`config.mk`:
```
export PLATFORM = sky130hd
export DESIGN_NAME = registro_instrucciones_fifo_flat
export DESIGN_NICKNAME = d
export VERILOG_FILES = /design/src/rtl/registro_instrucciones_fifo_pkg.sv /design/src/rtl/registro_instrucciones_fifo_if.sv /design/src/rtl/registro_instrucciones_fifo_fifo_sync.sv /design/src/rtl/registro_instrucciones_fifo.sv /design/src/flat_wrapper.sv
export SDC_FILE = /design/constraint.sdc
export NUM_CORES = 1
export LEC_CHECK = 0
export CAP_MARGIN = 5
export CELL_PAD_IN_SITES_DETAIL_PLACEMENT = 1
export CELL_PAD_IN_SITES_GLOBAL_PLACEMENT = 1
export CORE_ASPECT_RATIO = 1.2
export CORE_UTILIZATION = 40
export CTS_CLUSTER_DIAMETER = 100
export DETAILED_ROUTE_END_ITERATION = 16
export HOLD_SLACK_MARGIN = 0.12
export PLACE_DENSITY = 0.86
export SYNTH_ARGS = -nofsm -noshare
export SYNTH_HDL_FRONTEND = slang
export SYNTH_HIERARCHICAL = 1
export SYNTH_SLANG_ARGS = --single-unit
```
`constraint.sdc`:
```
create_clock -name i_Timming -period 3 [get_ports i_Timming]
set_clock_uncertainty 0.15 [all_clocks]
set_input_delay 0.6 -clock i_Timming [delete_from_list [all_inputs] [get_ports i_Timming]]
set_output_delay 0.6 -clock i_Timming [all_outputs]
set_load 0.005 [all_outputs]
```
`src/rtl/registro_instrucciones_fifo_pkg.sv`:
```
// Shared types and default configuration for the instruction register.
// Optional escape/extension-word decoding is enabled by REG_INSTR_EXT_IMM_EN.
package registro_pkg;

  localparam int INSTR_W_DEF = 9;
  localparam int OPC_W_DEF   = 3;
  localparam int OPND_W_DEF  = INSTR_W_DEF - OPC_W_DEF;
  localparam int IMM_W_DEF   = 8;
  localparam int DEPTH_DEF   = 2;

  // Bit k set: opcode k uses immediate addressing (default marks 000 and 010).
  localparam logic [2**OPC_W_DEF-1:0] IMM_OPC_MASK_DEF = 8'b0000_0101;

  typedef logic [OPC_W_DEF-1:0] opcode_t;

  typedef enum logic {
    DEC_IDLE     = 1'b0,
    DEC_WAIT_EXT = 1'b1
  } dec_state_e;

  typedef struct packed {
    opcode_t                opc;
    logic [OPND_W_DEF-1:0]  operands;
    logic [IMM_W_DEF-1:0]   imm;
  } dec_instr_t;

endpackage

```
`src/rtl/registro_instrucciones_fifo_if.sv`:
```
// Fetch-side and control-unit-side handshake bundle of the instruction register.
// slave is the register itself, master is whoever drives fetch words and consumes decodes.
interface registro_instrucciones_fifo_if
  import registro_pkg::*;
#(
  parameter int INSTR_W = INSTR_W_DEF,
  parameter int OPC_W   = OPC_W_DEF,
  parameter int IMM_W   = IMM_W_DEF,
  parameter int DEPTH   = DEPTH_DEF
);
  localparam int OPND_W = INSTR_W - OPC_W;
  localparam int CNT_W  = $clog2(DEPTH) + 1;

  logic               i_Flush;
  logic               i_Instr_valid;
  logic [INSTR_W-1:0] i_Instrucciones;
  logic               o_Instr_ready;
  logic               o_Dec_valid;
  logic               i_Dec_ready;
  logic [OPC_W-1:0]   o_Instruccion;
  logic [OPND_W-1:0]  o_Operandos;
  logic [IMM_W-1:0]   o_Direccionamiento_inmediato;
  logic [CNT_W-1:0]   o_Count;

  modport master (
    output i_Flush, i_Instr_valid, i_Instrucciones, i_Dec_ready,
    input  o_Instr_ready, o_Dec_valid, o_Instruccion, o_Operandos,
           o_Direccionamiento_inmediato, o_Count
  );

  modport slave (
    input  i_Flush, i_Instr_valid, i_Instrucciones, i_Dec_ready,
    output o_Instr_ready, o_Dec_valid, o_Instruccion, o_Operandos,
           o_Direccionamiento_inmediato, o_Count
  );

endinterface

```
`src/rtl/registro_instrucciones_fifo_fifo_sync.sv`:
```
// Power-of-two synchronous FIFO with occupancy count, synchronous reset and flush.
// The caller must not push when full nor pop when empty.
module fifo_sync #(
  parameter int WIDTH = 9,
  parameter int DEPTH = 2,
  localparam int AW = $clog2(DEPTH),
  localparam int CW = AW + 1
) (
  input  logic             clk,
  input  logic             rst,
  input  logic             flush_i,
  input  logic             push_i,
  input  logic             pop_i,
  input  logic [WIDTH-1:0] wdata_i,
  output logic [WIDTH-1:0] rdata_o,
  output logic [CW-1:0]    count_o,
  output logic             full_o,
  output logic             empty_o
);

  logic [WIDTH-1:0] mem_q [DEPTH];
  logic [AW-1:0]    wr_ptr_q, rd_ptr_q;
  logic [CW-1:0]    count_q;

  // NOTE: sequential state uses non-blocking assignments so every register samples pre-edge values.
  always_ff @(posedge clk) begin
    if (rst || flush_i) begin
      wr_ptr_q <= '0;
      rd_ptr_q <= '0;
      count_q  <= '0;
    end else begin
      if (push_i) wr_ptr_q <= wr_ptr_q + AW'(1);
      if (pop_i)  rd_ptr_q <= rd_ptr_q + AW'(1);
      case ({push_i, pop_i})
        2'b10:   count_q <= count_q + CW'(1);
        2'b01:   count_q <= count_q - CW'(1);
        default: count_q <= count_q;
      endcase
    end
  end

  // NOTE: storage is not reset; the pointers and count alone decide which entries are valid.
  always_ff @(posedge clk) begin
    if (push_i) mem_q[wr_ptr_q] <= wdata_i;
  end

  assign rdata_o = mem_q[rd_ptr_q];
  assign count_o = count_q;
  assign full_o  = (count_q == CW'(DEPTH));
  assign empty_o = (count_q == '0);

endmodule

```
`src/rtl/registro_instrucciones_fifo.sv`:
```
// Instruction register: prefetch FIFO, field decode and registered valid/ready output stage.
// Defining REG_INSTR_EXT_IMM_EN turns an all-ones immediate into an escape for an extension word.
module registro_instrucciones_fifo
  import registro_pkg::*;
#(
  parameter int INSTR_W = INSTR_W_DEF,
  parameter int OPC_W   = OPC_W_DEF,
  parameter int IMM_W   = IMM_W_DEF,
  parameter int DEPTH   = DEPTH_DEF,
  parameter logic [2**OPC_W-1:0] IMM_OPC_MASK = IMM_OPC_MASK_DEF
) (
  input  logic                         i_Timming,
  input  logic                         i_Rst,
  registro_instrucciones_fifo_if.slave bus
);

  localparam int OPND_W = INSTR_W - OPC_W;
  localparam int HALF_W = OPND_W / 2;
  localparam int CNT_W  = $clog2(DEPTH) + 1;

  typedef struct packed {
    logic [OPC_W-1:0]  opc;
    logic [OPND_W-1:0] operands;
    logic [IMM_W-1:0]  imm;
  } dec_t;

  function automatic dec_t decode(input logic [INSTR_W-1:0] w);
    dec_t d;
    d.opc = w[INSTR_W-1 -: OPC_W];
    if (IMM_OPC_MASK[d.opc]) begin
      d.operands = {w[OPND_W-1:HALF_W], {HALF_W{1'b0}}};
      d.imm      = IMM_W'(w[HALF_W-1:0]);
    end else begin
      d.operands = w[OPND_W-1:0];
      d.imm      = '0;
    end
    return d;
  endfunction

  logic               push, pop, fifo_full, fifo_empty, clear;
  logic [INSTR_W-1:0] head;
  logic [CNT_W-1:0]   count;
  dec_t               head_dec, stage_q, stage_d;
  logic               valid_q, valid_d;
  dec_state_e         state_q, state_d;

  assign clear = i_Rst || bus.i_Flush;
  assign push  = bus.i_Instr_valid && bus.o_Instr_ready;
  assign pop   = !fifo_empty && (!valid_q || bus.i_Dec_ready);

  fifo_sync #(.WIDTH(INSTR_W), .DEPTH(DEPTH)) u_fifo (
    .clk     (i_Timming),
    .rst     (i_Rst),
    .flush_i (bus.i_Flush),
    .push_i  (push),
    .pop_i   (pop),
    .wdata_i (bus.i_Instrucciones),
    .rdata_o (head),
    .count_o (count),
    .full_o  (fifo_full),
    .empty_o (fifo_empty)
  );

  assign head_dec = decode(head);

`ifdef REG_INSTR_EXT_IMM_EN
  logic              escape;
  logic [OPC_W-1:0]  hold_opc_q;
  logic [OPND_W-1:0] hold_ops_q;

  assign escape = IMM_OPC_MASK[head_dec.opc] && (&head[HALF_W-1:0]);

  always_ff @(posedge i_Timming) begin
    if (clear) begin
      hold_opc_q <= '0;
      hold_ops_q <= '0;
    end else if (state_q == DEC_IDLE && pop && escape) begin
      hold_opc_q <= head_dec.opc;
      hold_ops_q <= head_dec.operands;
    end
  end
`endif

  always_ff @(posedge i_Timming) begin
    if (clear) state_q <= DEC_IDLE;
    else       state_q <= state_d;
  end

  always_comb begin
    // NOTE: defaulting every combinational output first keeps synthesis from inferring latches.
    state_d = state_q;
`ifdef REG_INSTR_EXT_IMM_EN
    case (state_q)
      DEC_IDLE:     if (pop && escape) state_d = DEC_WAIT_EXT;
      DEC_WAIT_EXT: if (pop)           state_d = DEC_IDLE;
      default:                         state_d = DEC_IDLE;
    endcase
`endif
  end

  always_comb begin
    stage_d = stage_q;
    valid_d = valid_q;
    if (pop) begin
`ifdef REG_INSTR_EXT_IMM_EN
      if (state_q == DEC_WAIT_EXT) begin
        stage_d.opc      = hold_opc_q;
        stage_d.operands = hold_ops_q;
        stage_d.imm      = head[IMM_W-1:0];
        valid_d          = 1'b1;
      end else if (escape) begin
        valid_d = 1'b0;  // the extension word completes this instruction
      end else begin
        stage_d = head_dec;
        valid_d = 1'b1;
      end
`else
      stage_d = head_dec;
      valid_d = 1'b1;
`endif
    end else if (bus.i_Dec_ready) begin
      valid_d = 1'b0;
    end
  end

  always_ff @(posedge i_Timming) begin
    if (clear) begin
      stage_q <= '0;
      valid_q <= 1'b0;
    end else begin
      stage_q <= stage_d;
      valid_q <= valid_d;
    end
  end

  assign bus.o_Instr_ready                = !fifo_full;
  assign bus.o_Dec_valid                  = valid_q;
  assign bus.o_Instruccion                = stage_q.opc;
  assign bus.o_Operandos                  = stage_q.operands;
  assign bus.o_Direccionamiento_inmediato = stage_q.imm;
  assign bus.o_Count                      = count;

endmodule

```
`src/flat_wrapper.sv`:
```
// flat-port wrapper written by rule: the top's interface ports become plain ports
module registro_instrucciones_fifo_flat import registro_pkg::*;
#(
  parameter int INSTR_W = INSTR_W_DEF,
  parameter int OPC_W   = OPC_W_DEF,
  parameter int IMM_W   = IMM_W_DEF,
  parameter int DEPTH   = DEPTH_DEF,
  parameter logic [2**OPC_W-1:0] IMM_OPC_MASK = IMM_OPC_MASK_DEF
)
  (i_Timming, i_Rst, bus_i_Flush, bus_i_Instr_valid, bus_i_Instrucciones, bus_i_Dec_ready, bus_o_Instr_ready, bus_o_Dec_valid, bus_o_Instruccion, bus_o_Operandos, bus_o_Direccionamiento_inmediato, bus_o_Count);
  registro_instrucciones_fifo_if #(.INSTR_W(INSTR_W), .OPC_W(OPC_W), .IMM_W(IMM_W), .DEPTH(DEPTH)) bus_i ();
  input  logic i_Timming;
  input  logic i_Rst;
  input wire logic [$bits(bus_i.i_Flush)-1:0] bus_i_Flush;
  input wire logic [$bits(bus_i.i_Instr_valid)-1:0] bus_i_Instr_valid;
  input wire logic [$bits(bus_i.i_Instrucciones)-1:0] bus_i_Instrucciones;
  input wire logic [$bits(bus_i.i_Dec_ready)-1:0] bus_i_Dec_ready;
  output wire logic [$bits(bus_i.o_Instr_ready)-1:0] bus_o_Instr_ready;
  output wire logic [$bits(bus_i.o_Dec_valid)-1:0] bus_o_Dec_valid;
  output wire logic [$bits(bus_i.o_Instruccion)-1:0] bus_o_Instruccion;
  output wire logic [$bits(bus_i.o_Operandos)-1:0] bus_o_Operandos;
  output wire logic [$bits(bus_i.o_Direccionamiento_inmediato)-1:0] bus_o_Direccionamiento_inmediato;
  output wire logic [$bits(bus_i.o_Count)-1:0] bus_o_Count;
  assign bus_i.i_Flush = bus_i_Flush;
  assign bus_i.i_Instr_valid = bus_i_Instr_valid;
  assign bus_i.i_Instrucciones = bus_i_Instrucciones;
  assign bus_i.i_Dec_ready = bus_i_Dec_ready;
  assign bus_o_Instr_ready = bus_i.o_Instr_ready;
  assign bus_o_Dec_valid = bus_i.o_Dec_valid;
  assign bus_o_Instruccion = bus_i.o_Instruccion;
  assign bus_o_Operandos = bus_i.o_Operandos;
  assign bus_o_Direccionamiento_inmediato = bus_i.o_Direccionamiento_inmediato;
  assign bus_o_Count = bus_i.o_Count;
  registro_instrucciones_fifo #(.INSTR_W(INSTR_W), .OPC_W(OPC_W), .IMM_W(IMM_W), .DEPTH(DEPTH), .IMM_OPC_MASK(IMM_OPC_MASK)) u_core (.i_Timming(i_Timming), .i_Rst(i_Rst), .bus(bus_i));
endmodule
```
==> results.toml <==
[sta]
fmax_ghz = 0.4367
hold_viol = 0
fin_ws_ns = 0.7100
finalCriticalPeriod_ns = 2.290
min_period_over_period_pct = 76.33
finalSetupViolCount = 0
slew_violations = 0
rsz0062_at_grt = "false"
finalSetupTns_ns = 0

[setup_path]
worstSetupEndpointType = "register"
startpoint = "bus_i_Dec_ready"
r2r_end = "u_core/u_fifo/count_o[1]$_SDFFE_PP0P_"
critPathRequiredTime_ns = 3.04
r2r_cells = 6
critPathKind = "in2reg"
path_max_fanout = 3
worst_setup_path_start_kind = "input port"
r2r-start = "u_core/u_fifo/count_o[0]$_SDFFE_PP0P_"
rrSetupSlack_ns = 0.84
cp.arrival_ns = 2.33
crit_path_end = "u_core/u_fifo/count_o[1]$_SDFFE_PP0P_"

[grt]
grt_max_degree = 16
grt_pass1_wl_um = 4843
antenna_found_initial = 0
grt_overflow = 0
grt_pass1_vias = 1042
grt_util_all_layers_pct = 17.46

[synth]
yosysTopAreaCellShare_pct = 37.53
synth_area_leader_cell = "edfxtp_1"
synthFlopType = "edfxtp_1"
netlist_area_um2 = 1440
async_flop_share_pct = 0
synth.top_cells.by_area = "edfxtp_1, dfxtp_1, mux2_2"
yosysSeqAreaShare_pct = 62.55
yosysWarnings = 6
syn-instance-count = 120
syn_avg_cell_area_um2 = 12.00
synth_seq_cells = 36
synthTopCellsByCount = "dfxtp_1, edfxtp_1, a21oi_1"
yosys.cell_types.count = 30
synth_edf_count = 18

[floorplan]
die-width_um = 56.78
die_h_um = 67.73
num_rows = 23
coreArea_um2 = 3396
die-area_um2 = 3845
initial_core_util_pct = 42.41
ioPinCount = 35

[clocking]
cts_buffer_depth = 2
h-tree-depth = 2
postCtsSetupRepairBufs = 0
cts_hold_buf = 0
cts_tree = "yes"
path_clk_slew_ns = 0.07
clk-insertion-delay-late_ns = 0.29
root_buffer = "clkbuf_8"
cts_resized = 0
clock-sinks = 36
cts_buffers = 5

[placed_design]
hpwl_um = 2300
gp_congestion = 0.7815
io_buffers = 29
place_area_um2 = 1739
dp_slack_ns = 0.4054

[power]
p_leak_nw = 0.6284
powerDensity_nw_per_um2 = 596.9
max-vdd-ir-drop_v = 0.0003206

[layout]
area.sequential_um2 = 900.9
final_cell_area_um2 = 1851
drive_gt1_share_pct = 16.34
fill_cells = 368
syn2layout_area_growth_pct = 28.50
nets = 167
antenna_cells = 0
multi_input_area_um2 = 467.9

[flow_run]
maxCapViolCount = 0

[route]
drtAntennaViolNets = 0
drt_pre_antenna_iters = 10
drc = 6
drt-initial-drc-count = 35
routed_via_density = 5.274
vias = 1002
drt-total-wl_um = 3114
routedWlPerCell_um = 16.39

[status]
outcome = "finished with violations"
violations = "DRC"

[hold_path]
min_path_type = "reg2reg"
-- metal layers --
metal  GRT usage [%]  up-vias  share of wire [%]
met1           17.21      479                 41
met3           5.556        6                5.2
li1                -      488                  -
met4           8.841        0                1.5
met2           33.04       29                 52
met5               0        -                  0
-- metrics by stage --
| step | cells | hold slack (ns) | power, mW | utilization (%) |
|---|---|---|---|---|
| 3_5_place_dp | 182 | 0.3279 | 0.6944 | 51.22 |
| 2_1_floorplan | 124 | 0.3196 | 0.6402 | - |
| 6_report | 190 | 0.3327 | 1.105 | 54.50 |
| 4_1_cts | 190 | 0.3381 | 1.119 | 54.50 |
| 3_3_place_gp | 182 | 0.3158 | 0.6857 | 51.22 |
| 5_1_grt | 190 | 0.3628 | 1.148 | 54.50 |
-- how the worst min path moves through the flow --
stage,startpoint,end,slack (ns),cells past startpoint
after floorplan,u_core/bus.o_Instruccion[2]$_SDFFE_PP0P_,u_core/bus.o_Instruccion[2]$_SDFFE_PP0P_,0.32,2
after global placement,u_core/bus.o_Operandos[0]$_SDFFE_PP0P_,u_core/bus.o_Operandos[0]$_SDFFE_PP0P_,0.32,2
after detailed placement,u_core/bus.o_Direccionamiento_inmediato[0]$_SDFFE_PP0P_,u_core/bus.o_Direccionamiento_inmediato[0]$_SDFFE_PP0P_,0.33,2
after CTS,u_core/bus.o_Direccionamiento_inmediato[0]$_SDFFE_PP0P_,u_core/bus.o_Direccionamiento_inmediato[0]$_SDFFE_PP0P_,0.34,2
after global routing,u_core/bus.o_Operandos[5]$_SDFFE_PP0P_,u_core/bus.o_Operandos[5]$_SDFFE_PP0P_,0.36,2
final,u_core/bus.o_Direccionamiento_inmediato[0]$_SDFFE_PP0P_,u_core/bus.o_Direccionamiento_inmediato[0]$_SDFFE_PP0P_,0.33,2
-- flip-flops by register name (all words and copies together) (netlist names), named ones only --
register / flops
u_core/u_fifo/count_o: 2
u_core/bus.o_Direccionamiento_inmediato: 3
u_core/u_fifo/mem_q: 18
u_core/bus.o_Operandos: 6
u_core/u_fifo/wr_ptr_q: 1
u_core/bus.o_Dec_valid: 1
u_core/bus.o_Instruccion: 3
u_core/u_fifo/rd_ptr_q: 1
-- critical path, cell delays in order --
cell and delay (ns):
clkdlybuf4s50_1 0.47, and2b_1 0.20, nor2_1 0.16, ha_1 0.29, or3_1 0.35, a211oi_1 0.25
-- cells in the final DEF (no fill, tap or decap) --
cell type	count
clkdlybuf4s50_1	29
dfxtp_1	18
edfxtp_1	18
a21oi_1	12
o21ai_1	9
mux2_2	9
nand3_1	6
nand4_1	6
clkbuf_8	5
conb_1	5
nor2_1	4
o21ai_0	4
nor3_1	4
buf_4	3
xnor2_1	3
inv_1	2
clkinv_2	1
clkinvlp_4	1
bufinv_16	1
and2b_1	1
nor2b_1	1
inv_2	1
nand2b_2	1
or2_1	1
a21oi_2	1
or2_2	1
and2b_2	1
and2_1	1
xor2_1	1
or3_1	1
a211oi_1	1
ha_1	1
-- report_power, final --
group | leakage (nW) | switching [mW] | total (mW) | internal (mW)
registers | 0.315 | 0.0127 | 0.552 | 0.540
logic | 0.260 | 0.0663 | 0.130 | 0.0641
clock network | 0.0541 | 0.176 | 0.422 | 0.246
-- cell type report --
type	count	share of cell area, %
Clock buffer	5	3.719
Clock inverter	3	2.299
Inverter	3	0.6085
Multi-Input combinational cell	74	25.29
Sequential cell	36	48.68
Tap cell	37	2.502
Timing Repair Buffer	32	16.90
-- cell families after synthesis --
group           count (synthesis)  share of synthesized area [%]
other cells                     1                         0.2604
flops                          36                          62.55
fa+ha+maj                       1                         0.8687
compound gates                 27                          9.818
buf+inv                        14                          5.994
mux                             9                          7.038
simple gates                   28                          11.04
xor+xnor                        4                          2.433
Power figures use the tool's default switching activity.
